`src/rtl/hazard_ctrl.sv`:
```
// -----------------------------------------------------------------------------
// hazard_ctrl
//
// Pipeline hazard control unit. Produces the stall/flush commands for the PC,
// IF_ID and ID_EX registers from three events: data-memory wait states,
// branches taken in EX, and load-use dependencies between EX and ID.
// Priority is mem_wait > branch > load_use, so the pipeline registers never
// see a stall and a flush that contradict each other.
//
// A small two-state FSM measures consecutive memory-wait cycles and raises a
// sticky mem_timeout flag. Three saturating counters record stall cycles,
// branch flushes and load-use bubbles.
//
// Ports:
//   clk              system clock, rising edge
//   reset            synchronous, active-high reset
//   id_Rs1, id_Rs2   source register indices of the instruction in ID
//   id_uses_rs2      instruction in ID reads rs2
//   ex_rd            destination register index of the instruction in EX
//   ex_mem_read      instruction in EX is a load
//   ex_branch_taken  branch/jump resolved taken in EX this cycle
//   mem_req          MEM stage has an active data-memory access
//   mem_ready        data memory completes the access this cycle
//   pc_stall         hold PC
//   if_id_stall      hold IF_ID
//   if_id_flush      zero IF_ID
//   id_ex_stall      hold ID_EX
//   id_ex_flush      zero ID_EX (insert bubble)
//   mem_timeout      sticky: memory wait reached TIMEOUT cycles
//   stall_cycles     saturating count of cycles with pc_stall high
//   flush_count      saturating count of branch flush events
//   bubble_count     saturating count of load-use bubbles
// -----------------------------------------------------------------------------
module hazard_ctrl #(
    parameter int CNT_W   = 32,
    parameter int TO_W    = 8,
    parameter int TIMEOUT = 255
) (
    input  logic             clk,
    input  logic             reset,
    input  logic [4:0]       id_Rs1,
    input  logic [4:0]       id_Rs2,
    input  logic             id_uses_rs2,
    input  logic [4:0]       ex_rd,
    input  logic             ex_mem_read,
    input  logic             ex_branch_taken,
    input  logic             mem_req,
    input  logic             mem_ready,
    output logic             pc_stall,
    output logic             if_id_stall,
    output logic             if_id_flush,
    output logic             id_ex_stall,
    output logic             id_ex_flush,
    output logic             mem_timeout,
    output logic [CNT_W-1:0] stall_cycles,
    output logic [CNT_W-1:0] flush_count,
    output logic [CNT_W-1:0] bubble_count
);

    typedef enum logic {
        RUN      = 1'b0,
        MEM_WAIT = 1'b1
    } state_t;

    localparam logic [TO_W-1:0] WAIT_MAX  = '1;
    localparam logic [TO_W-1:0] TO_LIMIT  = TO_W'(TIMEOUT);

    state_t          state, state_next;
    logic [TO_W-1:0] wait_cnt, wait_cnt_next;
    logic            timeout_set;

    logic mem_wait;
    logic load_use;
    logic bubble;

    // -------------------------------------------------------------------------
    // Hazard detection and command arbitration (purely combinational)
    // -------------------------------------------------------------------------
    assign mem_wait = mem_req & ~mem_ready;

    // x0 is hard-wired to zero, so a load targeting it never creates a hazard.
    assign load_use = ex_mem_read & (ex_rd != 5'd0) &
                      ((ex_rd == id_Rs1) | (id_uses_rs2 & (ex_rd == id_Rs2)));

    // A taken branch makes the ID instruction wrong-path, so its load-use
    // dependency is irrelevant: flush it instead of stalling for it.
    assign bubble = load_use & ~ex_branch_taken & ~mem_wait;

    assign pc_stall    = mem_wait | (load_use & ~ex_branch_taken);
    assign if_id_stall = pc_stall;
    assign id_ex_stall = mem_wait;

    // ID_EX gives flush priority over stall, so flushes must be held off while
    // memory is waiting. The frozen pipeline keeps ex_branch_taken stable, so
    // the flush lands in the cycle mem_ready arrives.
    assign if_id_flush = ex_branch_taken & ~mem_wait;
    assign id_ex_flush = (ex_branch_taken | load_use) & ~mem_wait;

    // -------------------------------------------------------------------------
    // Memory-wait FSM: next-state logic
    // -------------------------------------------------------------------------
    always_comb begin
        // NOTE: every signal written here gets a default first; a path that
        // leaves one unassigned would infer a latch.
        state_next    = state;
        wait_cnt_next = wait_cnt;

        unique case (state)
            RUN: begin
                if (mem_wait) begin
                    state_next    = MEM_WAIT;
                    wait_cnt_next = TO_W'(1);
                end
            end
            MEM_WAIT: begin
                if (mem_wait) begin
                    if (wait_cnt != WAIT_MAX) begin
                        wait_cnt_next = wait_cnt + TO_W'(1);
                    end
                end else begin
                    state_next    = RUN;
                    wait_cnt_next = '0;
                end
            end
            default: begin
                state_next    = RUN;
                wait_cnt_next = '0;
            end
        endcase

        // Flag the cycle in which the running wait count reaches TIMEOUT while
        // the access is still outstanding.
        timeout_set = mem_wait & (wait_cnt_next >= TO_LIMIT);
    end

    // -------------------------------------------------------------------------
    // Memory-wait FSM: state register and sticky timeout
    // -------------------------------------------------------------------------
    always_ff @(posedge clk) begin
        // NOTE: state registers use non-blocking assignments so every flop
        // samples values from before this edge, independent of statement order.
        if (reset) begin
            state       <= RUN;
            wait_cnt    <= '0;
            mem_timeout <= 1'b0;
        end else begin
            state    <= state_next;
            wait_cnt <= wait_cnt_next;
            if (timeout_set) begin
                mem_timeout <= 1'b1;
            end
        end
    end

    // -------------------------------------------------------------------------
    // Saturating performance counters
    // -------------------------------------------------------------------------
    function automatic logic [CNT_W-1:0] sat_inc(input logic [CNT_W-1:0] value,
                                                 input logic             en);
        if (en && (value != {CNT_W{1'b1}})) begin
            return value + CNT_W'(1);
        end
        return value;
    endfunction

    always_ff @(posedge clk) begin
        if (reset) begin
            stall_cycles <= '0;
            flush_count  <= '0;
            bubble_count <= '0;
        end else begin
            stall_cycles <= sat_inc(stall_cycles, pc_stall);
            flush_count  <= sat_inc(flush_count,  if_id_flush);
            bubble_count <= sat_inc(bubble_count, bubble);
        end
    end

endmodule
```
`config.mk`:
```
export PLATFORM = sky130hd
export DESIGN_NAME = hazard_ctrl
export DESIGN_NICKNAME = d
export VERILOG_FILES = /design/src/rtl/hazard_ctrl.sv
export SDC_FILE = /design/constraint.sdc
export NUM_CORES = 1
export LEC_CHECK = 0
export ABC_AREA = 1
export BUFFER_PORTS_ARGS = -buffer_cell sky130_fd_sc_hd__buf_2
export CELL_PAD_IN_SITES_DETAIL_PLACEMENT = 0
export CELL_PAD_IN_SITES_GLOBAL_PLACEMENT = 1
export CORE_MARGIN = 5
export CORE_UTILIZATION = 30
export DETAILED_ROUTE_END_ITERATION = 10
export PLACE_DENSITY_LB_ADDON = 0.1
export SETUP_SLACK_MARGIN = 0.15
export SYNTH_ARGS = -nofsm -noshare
export SYNTH_HDL_FRONTEND = slang
export SYNTH_SLANG_ARGS = --single-unit
```
`constraint.sdc`:
```
create_clock -name clk -period 2.82 [get_ports clk]
set_clock_uncertainty 0.15 [all_clocks]
set_input_delay 0.141 -clock clk [delete_from_list [all_inputs] [get_ports clk]]
set_output_delay 0.141 -clock clk [all_outputs]
set_load 0.005 [all_outputs]
```
==> flow_results.xml, run 1 <==
<?xml version="1.0" encoding="UTF-8"?>
<metrics>
  <group name="outcome">
    <metric name="status" unit="">finished, final reports clean</metric>
  </group>
  <group name="cells_and_area">
    <metric name="antenna_cells_inserted" unit="">0</metric>
    <metric name="area_of_combinational_cells_with_multiple_inputs" unit="mm2">0.004253</metric>
    <metric name="ff_latch_area" unit="mm2">0.002122</metric>
    <metric name="layout-drive-gt1-share" unit="%">15.38</metric>
    <metric name="layout.nets" unit="">1276</metric>
    <metric name="fillerInstances" unit="">2531</metric>
    <metric name="syn2layout_area_growth" unit="%">18.81</metric>
  </group>
  <group name="sta">
    <metric name="finalMaxSlewViolations" unit="">0</metric>
    <metric name="max_slew.worst_pin.slew" unit="ns">0.5582</metric>
    <metric name="max_clock_freq" unit="GHz">0.4127</metric>
    <metric name="fin_tns_setup" unit="ns">0</metric>
    <metric name="timing.final.crit_share" unit="%">85.93</metric>
    <metric name="fin_crit" unit="ns">2.423</metric>
    <metric name="whs" unit="ns">0.1465</metric>
    <metric name="rsz_0062_raised_after_global_routing" unit="">false</metric>
    <metric name="timing.slew.headroom" unit="%">62.73</metric>
    <metric name="hold_violations" unit="">0</metric>
    <metric name="finalSetupViolCount" unit="">0</metric>
  </group>
  <group name="clock_network">
    <metric name="root_buffer" unit="">clkbuf_16</metric>
    <metric name="clock_tree_from_tritoncts" unit="">built</metric>
    <metric name="cts-buffers-inserted" unit="">9</metric>
    <metric name="clk_path_buf_depth" unit="">2</metric>
    <metric name="sink_count" unit="">106</metric>
    <metric name="clock_insertion_delay_worst_skew" unit="ns">0.36</metric>
    <metric name="cts.htree.levels" unit="">3</metric>
    <metric name="clkTransAtPathRegs" unit="ns">0.07</metric>
    <metric name="postCtsSetupRepairBufs" unit="">0</metric>
  </group>
  <group name="route">
    <metric name="vias_post_dr" unit="">7412</metric>
    <metric name="drcViolationCount" unit="">0</metric>
    <metric name="wirelength" unit="um">23500</metric>
    <metric name="first_pass_iters" unit="">5</metric>
    <metric name="initialDrtViolationCount" unit="">439</metric>
    <metric name="routedWlPerCell" unit="um">15.26</metric>
    <metric name="drtAntennaViolNets" unit="">0</metric>
    <metric name="post_drt_via_cell_ratio" unit="">4.813</metric>
  </group>
  <group name="logic_synthesis">
    <metric name="synthesis.instances" unit="">1129</metric>
    <metric name="netlist_area" unit="mm2">0.006938</metric>
    <metric name="synth_sequential_area_ratio" unit="%">30.59</metric>
    <metric name="synth_edf_count" unit="">0</metric>
    <metric name="synth_cell_type_count" unit="">33</metric>
    <metric name="syn_avg_cell_area" unit="um2">6.145</metric>
    <metric name="synth.ff_latch_count" unit="">106</metric>
    <metric name="yosys_warnings" unit="">0</metric>
    <metric name="ys_dominant_reg_cell" unit="">dfxtp_1</metric>
    <metric name="synthArstFlopShare" unit="%">0</metric>
    <metric name="synth.net_count" unit="">1155</metric>
  </group>
  <group name="worst_setup_path">
    <metric name="crit_path_end" unit="">stall_cycles[1]</metric>
    <metric name="crit_path_max_fanout" unit="">32</metric>
    <metric name="r2r_setup_slack" unit="ns">0.40</metric>
    <metric name="start_kind" unit="">flip-flop</metric>
    <metric name="worst_r2r_start" unit="">stall_cycles[0]</metric>
    <metric name="r2r_cells" unit="">10</metric>
    <metric name="criticalPathCategory" unit="">flip-flop to flip-flop</metric>
    <metric name="critical_path_data_required_time" unit="ns">2.92</metric>
    <metric name="end_kind" unit="">flip-flop</metric>
    <metric name="crit-reg2reg-capture" unit="">stall_cycles[1]</metric>
    <metric name="arrival" unit="ns">2.52</metric>
    <metric name="timing.critical_path.from" unit="">stall_cycles[0]</metric>
  </group>
  <group name="grt">
    <metric name="grt.total_usage" unit="%">18.08</metric>
    <metric name="via_count_of_the_first_global_routing_pass" unit="">7285</metric>
    <metric name="first_pass_grt_wire_length" unit="um">38810</metric>
    <metric name="gr-total-overflow" unit="">0</metric>
    <metric name="grt_antenna_before_repair" unit="">0</metric>
    <metric name="pin_count_of_the_biggest_net_entering_global_routing" unit="">77</metric>
  </group>
  <group name="floorplanning">
    <metric name="initial_core_util" unit="%">30.55</metric>
    <metric name="die_w" unit="um">162.1</metric>
    <metric name="design.core.area" unit="mm2">0.02271</metric>
    <metric name="placementRows" unit="">55</metric>
    <metric name="overall_die_area" unit="mm2">0.02627</metric>
    <metric name="i_o_pins" unit="">124</metric>
    <metric name="chip_height" unit="um">162.1</metric>
  </group>
  <group name="power">
    <metric name="irDropWorstVdd" unit="mV">0.2238</metric>
    <metric name="power.static_leakage" unit="nW">3.356</metric>
    <metric name="power_density_normalized_to_cell_area" unit="mW/mm2">378.4</metric>
  </group>
  <group name="placed_design">
    <metric name="buffer_ports.inserted" unit="">123</metric>
    <metric name="gp_routability_congestion" unit="">0.8577</metric>
    <metric name="detailedPlacementHpwl" unit="um">17480</metric>
  </group>
  <group name="min_path">
    <metric name="hold_path.class" unit="">input pin to flip-flop</metric>
  </group>
  <group name="job">
    <metric name="max-cap-violations" unit="">0</metric>
  </group>
</metrics>
[routing by layer]
metal / routed length (um) / global-route usage (%) / up-vias
li1: - / - / 3897
met1: 11880 / 25.55 / 3353
met2: 10450 / 29.30 / 151
met3: 970 / 2.664 / 11
met4: 197 / 3.960 / 0
met5: 0 / 0 / -
[flip-flops by register name, summed over array words and instances, names as in the netlist]
register	count
stall_cycles	32
bubble_count	32
mem_timeout	1
flush_count	32
wait_cnt	8
state	1
[worst min-delay path by stage]
stage	startpoint	end	slack, ns	depth (start not counted)
6_report	mem_ready	state	0.15	5
4_1_cts	mem_ready	state	0.14	5
5_1_grt	mem_ready	state	0.18	5
3_3_place_gp	stall_cycles[31]	stall_cycles[31]	0.33	2
3_5_place_dp	stall_cycles[31]	stall_cycles[31]	0.33	2
2_1_floorplan	mem_ready	id_ex_stall	0.20	1
[cell usage after synthesis, types with 2 or more instances]
master	n	area share, %
or2_2	2	0.18
inv_1	82	4.4
nand4_1	23	2.1
o21ai_1	2	0.14
nor4_1	2	0.18
nand3b_1	19	2.1
nand2_2	2	0.18
buf_2	9	0.65
nand2_4	2	0.32
nand2_1	361	20
xor2_1	44	5.6
nor3_1	38	2.7
nor2_1	141	7.6
ha_1	4	0.72
buf_4	4	0.43
buf_6	6	0.97
nand3_1	89	6.4
xnor2_1	10	1.3
o21bai_1	3	0.32
o21ai_0	38	2.7
dfxtp_1	106	31
clkbuf_1	19	1.0
clkbuf_2	2	0.14
nor3b_1	3	0.32
a21oi_1	96	6.9
inv_2	8	0.43
nand3_2	8	1.2
[power by group]
group	leakage, nW	internal, mW	switching (mW)
Combinational	2.35	0.0525	0.120
Clock	0.156	0.810	0.624
Sequential	0.855	1.50	0.00940
Total	3.36	2.37	0.754
[per-stage QoR]
step	total power [mW]	instance area, um2	setup WS, ns	utilization, %	instances
after floorplan	1.659	6938	0.7111	-	1129
after global placement	1.723	7903	0.3473	34.80	1523
after detailed placement	1.723	7903	0.3464	34.80	1523
after CTS	3.180	8240	0.3180	36.29	1540
after global routing	3.255	8243	0.1628	36.30	1540
final	3.119	8243	0.3968	36.30	1540
[critical path, stage by stage (launching register included)]
cell	delay, ns
dfxtp_1	0.43
ha_1	0.33
nand2_2	0.13
nor2_4	0.17
nand2_2	0.09
nor3b_2	0.22
nand4_2	0.16
nand2_4	0.37
inv_1	0.10
nor2_1	0.11
nor2_1	0.05
[cell usage in the layout, fill, tap and decap left out, types with 2 or more instances in the layout]
master	count
bufinv_16	2
nor4_1	2
o21bai_1	3
o21ai_1	2
nand3_2	8
inv_1	82
nand2_4	2
clkbuf_16	9
or2_2	2
buf_2	122
a21oi_1	96
nand2_2	2
nand4_1	23
buf_4	27
nor2_2	2
o21ai_0	38
nand3_1	89
xor2_1	44
nand3b_1	19
inv_2	7
xnor2_1	10
ha_1	4
dfxtp_1	106
nor2_1	140
nand2_1	361
nor3_1	38
nor3b_1	3
[cell families (layout without fill, tap and decap cells)]
family,after synthesis,count (layout),share of synthesized area (%)
simple gates,695,695,43.59
compound gates,139,139,10.14
buf+inv,131,257,8.151
flops,106,106,30.59
xor+xnor,54,54,6.817
fa+ha+maj,4,4,0.7214
[repair_timing]
item | 4_1_cts | 5_1_grt
hold buffers | 1 | 0
hold endpoints to repair | 15 | 0
endpoints found under the setup margin | 0 | 12
resized for setup | 0 | 2
[final cells by class]
class	count	area share (%)
clock buffer	11	2.945
clock inverter	5	1.032
inverter	90	4.129
multi-input combinational	892	51.59
sequential	106	25.74
tap	285	4.326
timing repair buffer	151	10.23
(Power assumes the default switching activity.)
==> run 2, diff against run 1 <==
Settings changed: PLACE_DENSITY from default to 0.73, PLACE_DENSITY_LB_ADDON 0.1 to default.
==> flow_results.xml, run 2 (synthesized netlist as in run 1, its figures left out) <==
<?xml version="1.0" encoding="UTF-8"?>
<metrics>
  <group name="min_path">
    <metric name="hold_path.class" unit="">input pin to flip-flop</metric>
    <metric name="min-delay-start" unit="">reset</metric>
    <metric name="hold_path_depth" unit="">2</metric>
    <metric name="worst_hold_end" unit="">bubble_count[20]</metric>
  </group>
  <group name="floorplanning">
    <metric name="overall_die_area" unit="mm2">0.02627</metric>
    <metric name="initial_core_util" unit="%">30.55</metric>
    <metric name="die_w" unit="um">162.1</metric>
    <metric name="placementRows" unit="">55</metric>
    <metric name="chip_height" unit="um">162.1</metric>
    <metric name="i_o_pins" unit="">124</metric>
    <metric name="design.core.area" unit="mm2">0.02271</metric>
  </group>
  <group name="route">
    <metric name="routedWlPerCell" unit="um">14.43</metric>
    <metric name="initialDrtViolationCount" unit="">382</metric>
    <metric name="first_pass_iters" unit="">5</metric>
    <metric name="post_drt_via_cell_ratio" unit="">4.874</metric>
    <metric name="vias_post_dr" unit="">7477</metric>
    <metric name="wirelength" unit="um">22140</metric>
    <metric name="drtAntennaViolNets" unit="">0</metric>
    <metric name="drcViolationCount" unit="">0</metric>
  </group>
  <group name="cells_and_area">
    <metric name="fin_area" unit="mm2">0.008183</metric>
    <metric name="layout.nets" unit="">1270</metric>
    <metric name="antenna_cells_inserted" unit="">0</metric>
    <metric name="mostFrequentLayoutCells" unit="">nand2_1, nor2_1, buf_2</metric>
    <metric name="final_cells" unit="">1534</metric>
    <metric name="syn2layout_area_growth" unit="%">17.94</metric>
    <metric name="layout.cells.most_common" unit="">nand2_1</metric>
    <metric name="fillerInstances" unit="">2571</metric>
    <metric name="largestRegisters" unit="">bubble_count (32), flush_count (32), stall_cycles (32)</metric>
    <metric name="layout-drive-gt1-share" unit="%">15.05</metric>
  </group>
  <group name="worst_setup_path">
    <metric name="r2r_cells" unit="">10</metric>
    <metric name="start_kind" unit="">flip-flop</metric>
    <metric name="crit_path_max_fanout" unit="">32</metric>
    <metric name="critical_path_data_required_time" unit="ns">2.93</metric>
    <metric name="worst_r2r_start" unit="">stall_cycles[0]</metric>
    <metric name="timing.critical_path.from" unit="">stall_cycles[0]</metric>
    <metric name="r2r_setup_slack" unit="ns">0.48</metric>
    <metric name="criticalPathCategory" unit="">flip-flop to flip-flop</metric>
    <metric name="crit-reg2reg-capture" unit="">stall_cycles[1]</metric>
    <metric name="arrival" unit="ns">2.46</metric>
    <metric name="end_kind" unit="">flip-flop</metric>
  </group>
  <group name="placed_design">
    <metric name="pre_cts_slack" unit="ns">0.4505</metric>
    <metric name="detailedPlacementHpwl" unit="um">16650</metric>
    <metric name="dpl-instance-area" unit="mm2">0.007865</metric>
    <metric name="gp_routability_congestion" unit="">0.8789</metric>
    <metric name="post-place-cells" unit="">1518</metric>
    <metric name="buffer_ports.inserted" unit="">123</metric>
  </group>
  <group name="grt">
    <metric name="via_count_of_the_first_global_routing_pass" unit="">7250</metric>
    <metric name="grt.total_usage" unit="%">16.80</metric>
    <metric name="grt_antenna_before_repair" unit="">0</metric>
    <metric name="gr-total-overflow" unit="">0</metric>
    <metric name="pin_count_of_the_biggest_net_entering_global_routing" unit="">41</metric>
    <metric name="first_pass_grt_wire_length" unit="um">36750</metric>
  </group>
  <group name="job">
    <metric name="max-cap-violations" unit="">0</metric>
  </group>
  <group name="sta">
    <metric name="finalMaxSlewViolations" unit="">0</metric>
    <metric name="finalSetupViolCount" unit="">0</metric>
    <metric name="timing.final.crit_share" unit="%">83.13</metric>
    <metric name="max_clock_freq" unit="GHz">0.4266</metric>
    <metric name="hold_violations" unit="">0</metric>
    <metric name="timing.slew.headroom" unit="%">53.59</metric>
    <metric name="final.setup.worst_slack" unit="ns">0.4757</metric>
    <metric name="fin_crit" unit="ns">2.344</metric>
    <metric name="rsz_0062_raised_after_global_routing" unit="">false</metric>
    <metric name="max_slew.worst_pin.slew" unit="ns">0.6908</metric>
    <metric name="whs" unit="ns">0.08936</metric>
    <metric name="fin_tns_setup" unit="ns">0</metric>
  </group>
  <group name="clock_network">
    <metric name="clock_insertion_delay_worst_skew" unit="ns">0.36</metric>
    <metric name="clkTransAtPathRegs" unit="ns">0.09</metric>
    <metric name="cts.htree.levels" unit="">3</metric>
    <metric name="cts-buffers-inserted" unit="">9</metric>
    <metric name="postCtsSetupRepairBufs" unit="">0</metric>
    <metric name="postCtsHoldBufs" unit="">0</metric>
    <metric name="clock_tree_from_tritoncts" unit="">built</metric>
    <metric name="sink_count" unit="">106</metric>
    <metric name="clk_path_buf_depth" unit="">2</metric>
    <metric name="postCtsResizedCells" unit="">0</metric>
    <metric name="root_buffer" unit="">clkbuf_16</metric>
  </group>
  <group name="power">
    <metric name="irDropWorstVdd" unit="mV">0.2511</metric>
    <metric name="power.static_leakage" unit="nW">3.315</metric>
    <metric name="power_density_normalized_to_cell_area" unit="mW/mm2">375.4</metric>
  </group>
  <group name="outcome">
    <metric name="status" unit="">finished, final reports clean</metric>
  </group>
</metrics>
## run 2: through the flow
stage,power [mW],util (%)
finish,3.072,36.03
global route,3.196,36.03
CTS,3.115,36.03
detailed placement,1.719,34.63
global placement,1.718,34.63
floorplan,1.659,-
## run 2: area by class of cell
type,count,area (um2),area share [%]
well taps,285,356.6,4.358
flip-flops and latches,106,2122,25.93
clock inverters,6,88.84,1.086
clock buffers,10,229.0,2.798
repair buffers,145,795.8,9.725
multi-input cells,892,4253,51.97
inverters,90,337.8,4.128
## run 2: power breakdown
| group | switching (mW) | total, mW | internal, mW |
|---|---|---|---|
| Combinational | 0.118 | 0.169 | 0.0507 |
| Clock | 0.609 | 1.39 | 0.782 |
| Sequential | 0.00887 | 1.51 | 1.50 |
| Total | 0.736 | 3.07 | 2.34 |
## run 2: critical path: stages (launching register included)
cell and delay, ns:
dfxtp_1 0.45, ha_1 0.32, nand2_2 0.12, nor2_4 0.16
nand2_2 0.09, nor3b_2 0.21, nand4_2 0.16, nand2_4 0.33
inv_1 0.10, nor2_1 0.10, nor2_1 0.05
## run 2: worst max-delay path by stage
stage / to / slack [ns] / cells after the start
after detailed placement: stall_cycles[1] / 0.45 / 10
after CTS: stall_cycles[1] / 0.44 / 10
after floorplan: stall_cycles[25] / 0.71 / 10
after global routing: stall_cycles[0] / 0.18 / 10
final: stall_cycles[1] / 0.48 / 10
after global placement: stall_cycles[0] / 0.51 / 10
## run 2: per-layer routing
metal	wire, um	up-vias	GRT usage, %
li1	-	3881	-
met1	10930	3427	23.33
met2	10070	150	27.53
met3	854	19	2.081
met4	278	0	4.691
met5	0	-	0
==> run 3, diff against run 2 <==
Clock period 2.82 ns to 2.35 ns, I/O delays scaled along.
==> flow_results.xml, run 3 (synthesized netlist as in run 1, its figures left out) <==
<?xml version="1.0" encoding="UTF-8"?>
<metrics>
  <group name="cells_and_area">
    <metric name="final_core_density" unit="%">37.43</metric>
    <metric name="fillerInstances" unit="">2547</metric>
    <metric name="area_of_combinational_cells_with_multiple_inputs" unit="mm2">0.004293</metric>
    <metric name="layout.nets" unit="">1306</metric>
    <metric name="mostFrequentLayoutCells" unit="">nand2_1, nor2_1, buf_2</metric>
    <metric name="syn2layout_area_growth" unit="%">22.51</metric>
    <metric name="ff_latch_area" unit="mm2">0.002122</metric>
    <metric name="largestRegisters" unit="">bubble_count (32), flush_count (32), stall_cycles (32)</metric>
    <metric name="layout-drive-gt1-share" unit="%">17.67</metric>
    <metric name="antenna_cells_inserted" unit="">0</metric>
    <metric name="layout.cells.most_common" unit="">nand2_1</metric>
  </group>
  <group name="placed_design">
    <metric name="detailedPlacementHpwl" unit="um">17370</metric>
    <metric name="buffer_ports.inserted" unit="">123</metric>
    <metric name="gp_routability_congestion" unit="">0.9156</metric>
  </group>
  <group name="clock_network">
    <metric name="cts.htree.levels" unit="">3</metric>
    <metric name="clk_path_buf_depth" unit="">2</metric>
    <metric name="sink_count" unit="">106</metric>
    <metric name="root_buffer" unit="">clkbuf_16</metric>
    <metric name="clkTransAtPathRegs" unit="ns">0.07</metric>
    <metric name="clock_tree_from_tritoncts" unit="">built</metric>
    <metric name="clock_insertion_delay_worst_skew" unit="ns">0.35</metric>
    <metric name="cts-buffers-inserted" unit="">9</metric>
  </group>
  <group name="sta">
    <metric name="timing.final.crit_share" unit="%">93.07</metric>
    <metric name="fin_tns_setup" unit="ns">0</metric>
    <metric name="hold_violations" unit="">0</metric>
    <metric name="timing.slew.headroom" unit="%">61.14</metric>
    <metric name="finalSetupViolCount" unit="">0</metric>
    <metric name="max_clock_freq" unit="GHz">0.4572</metric>
    <metric name="rsz_0062_raised_after_global_routing" unit="">true</metric>
    <metric name="fin_crit" unit="ns">2.187</metric>
    <metric name="max_slew.worst_pin.slew" unit="ns">0.5807</metric>
    <metric name="finalMaxSlewViolations" unit="">0</metric>
  </group>
  <group name="power">
    <metric name="psw" unit="uW">872.0</metric>
    <metric name="sequentialPowerShare" unit="%">51.0</metric>
    <metric name="p_total" unit="mW">3.550</metric>
    <metric name="irDropWorstVdd" unit="mV">0.2759</metric>
    <metric name="power_density_normalized_to_cell_area" unit="mW/mm2">417.6</metric>
    <metric name="combPwrFrac" unit="%">6.2</metric>
    <metric name="internal_power" unit="mW">2.678</metric>
    <metric name="power.static_leakage" unit="nW">3.538</metric>
    <metric name="clkPwrFrac" unit="%">42.8</metric>
    <metric name="sw_frac_of_total" unit="%">24.57</metric>
  </group>
  <group name="floorplanning">
    <metric name="design.core.area" unit="mm2">0.02271</metric>
    <metric name="i_o_pins" unit="">124</metric>
    <metric name="die_w" unit="um">162.1</metric>
    <metric name="initial_core_util" unit="%">30.55</metric>
    <metric name="placementRows" unit="">55</metric>
    <metric name="overall_die_area" unit="mm2">0.02627</metric>
    <metric name="chip_height" unit="um">162.1</metric>
  </group>
  <group name="grt">
    <metric name="first_pass_grt_wire_length" unit="um">37140</metric>
    <metric name="grt_antenna_before_repair" unit="">0</metric>
    <metric name="via_count_of_the_first_global_routing_pass" unit="">7120</metric>
    <metric name="pin_count_of_the_biggest_net_entering_global_routing" unit="">34</metric>
    <metric name="grt.total_usage" unit="%">17.04</metric>
    <metric name="gr-total-overflow" unit="">0</metric>
  </group>
  <group name="worst_setup_path">
    <metric name="crit-reg2reg-capture" unit="">bubble_count[26]</metric>
    <metric name="path_common_cell" unit="">nand4_1</metric>
    <metric name="critical-path-slowest-cell" unit="">dfxtp_1</metric>
    <metric name="r2r_setup_slack" unit="ns">0.16</metric>
    <metric name="end_kind" unit="">flip-flop</metric>
    <metric name="crit_path_cell_trace" unit="">nand4_1, nor3_1, nand4_1, clkinv_4, buf_4, o21ai_0, a21oi_1</metric>
    <metric name="r2r_cells" unit="">7</metric>
    <metric name="critPathMaxStageDelay" unit="ns">0.47</metric>
    <metric name="start_kind" unit="">flip-flop</metric>
    <metric name="critical_path_data_required_time" unit="ns">2.47</metric>
    <metric name="criticalPathCategory" unit="">flip-flop to flip-flop</metric>
    <metric name="arrival" unit="ns">2.31</metric>
    <metric name="worst_r2r_start" unit="">bubble_count[27]</metric>
    <metric name="crit_path_max_fanout" unit="">8</metric>
  </group>
  <group name="outcome">
    <metric name="status" unit="">finished, final reports clean</metric>
  </group>
  <group name="route">
    <metric name="drtAntennaViolNets" unit="">0</metric>
    <metric name="post_drt_via_cell_ratio" unit="">4.836</metric>
    <metric name="routedWlPerCell" unit="um">14.58</metric>
    <metric name="initialDrtViolationCount" unit="">379</metric>
    <metric name="first_pass_iters" unit="">5</metric>
    <metric name="drcViolationCount" unit="">0</metric>
    <metric name="vias_post_dr" unit="">7592</metric>
    <metric name="wirelength" unit="um">22900</metric>
  </group>
  <group name="min_path">
    <metric name="hold_path.class" unit="">input pin to flip-flop</metric>
    <metric name="worst_hold_end" unit="">bubble_count[23]</metric>
    <metric name="hold_path_depth" unit="">2</metric>
    <metric name="min-delay-start" unit="">reset</metric>
  </group>
  <group name="job">
    <metric name="max-cap-violations" unit="">0</metric>
  </group>
</metrics>
run 3: critical path: cells and delay by family, from the launching register on:
family / cells / cell delay [ns]
AO/OA/AOI/OAI: 2 / 0.23
buffers and inverters: 2 / 0.33
flip-flops: 1 / 0.47
AND/OR/NAND/NOR: 3 / 0.93
run 3: cell type report:
type                       instances  share of cell area [%]
multi-input combinational        893                   50.51
clock inverter                     4                  0.2944
tap                              285                   4.195
sequential                       106                   24.97
clock buffer                      12                   3.136
inverter                          90                   4.063
timing repair buffer             180                   12.84
run 3: worst max path at each step:
stage                     cells past startpoint  slack (ns)             start                to
final                                         7        0.16  bubble_count[27]  bubble_count[26]
after global routing                          6        0.10         mem_ready       if_id_stall
after CTS                                     7        0.20  bubble_count[27]  bubble_count[26]
after detailed placement                     10        0.22   stall_cycles[1]   stall_cycles[1]
after global placement                       10        0.28   stall_cycles[0]   stall_cycles[0]
after floorplan                              10        0.24   stall_cycles[0]  stall_cycles[25]
run 3: per-layer routing:
layer	GRT usage (%)	up-vias	part of all wire, %
met5	0	-	0
met4	3.153	0	0.66
li1	-	3951	-
met3	2.943	13	4.8
met2	28.10	172	46
met1	23.67	3456	48
run 3: stage by stage:
step | area (um2) | hold slack (ns) | setup WS [ns] | std cells
3_3_place_gp | 8113 | 0.3284 | 0.2828 | 1551
2_1_floorplan | 6938 | 0.1572 | 0.2411 | 1129
4_1_cts | 8404 | 0.002016 | 0.2031 | 1567
5_1_grt | 8499 | 0.01870 | 0.1023 | 1570
3_5_place_dp | 8113 | 0.3278 | 0.2208 | 1551
6_report | 8499 | 0.01026 | 0.1629 | 1570
run 3: timing repair:
item,CTS,global route
resized for setup,0,14
hold buffers,0,0
endpoints found under the setup margin,0,81
setup buffers,0,2
endpoints found under the hold margin,0,0
run 3: power groups by stage:
stage / clock network, mW / registers, mW / logic [mW]
6_report: 1.52 / 1.81 / 0.220
3_3_place_gp: 0 / 1.85 / 0.216
2_1_floorplan: 0 / 1.86 / 0.136
3_5_place_dp: 0 / 1.85 / 0.217
4_1_cts: 1.57 / 1.81 / 0.218
5_1_grt: 1.65 / 1.81 / 0.250
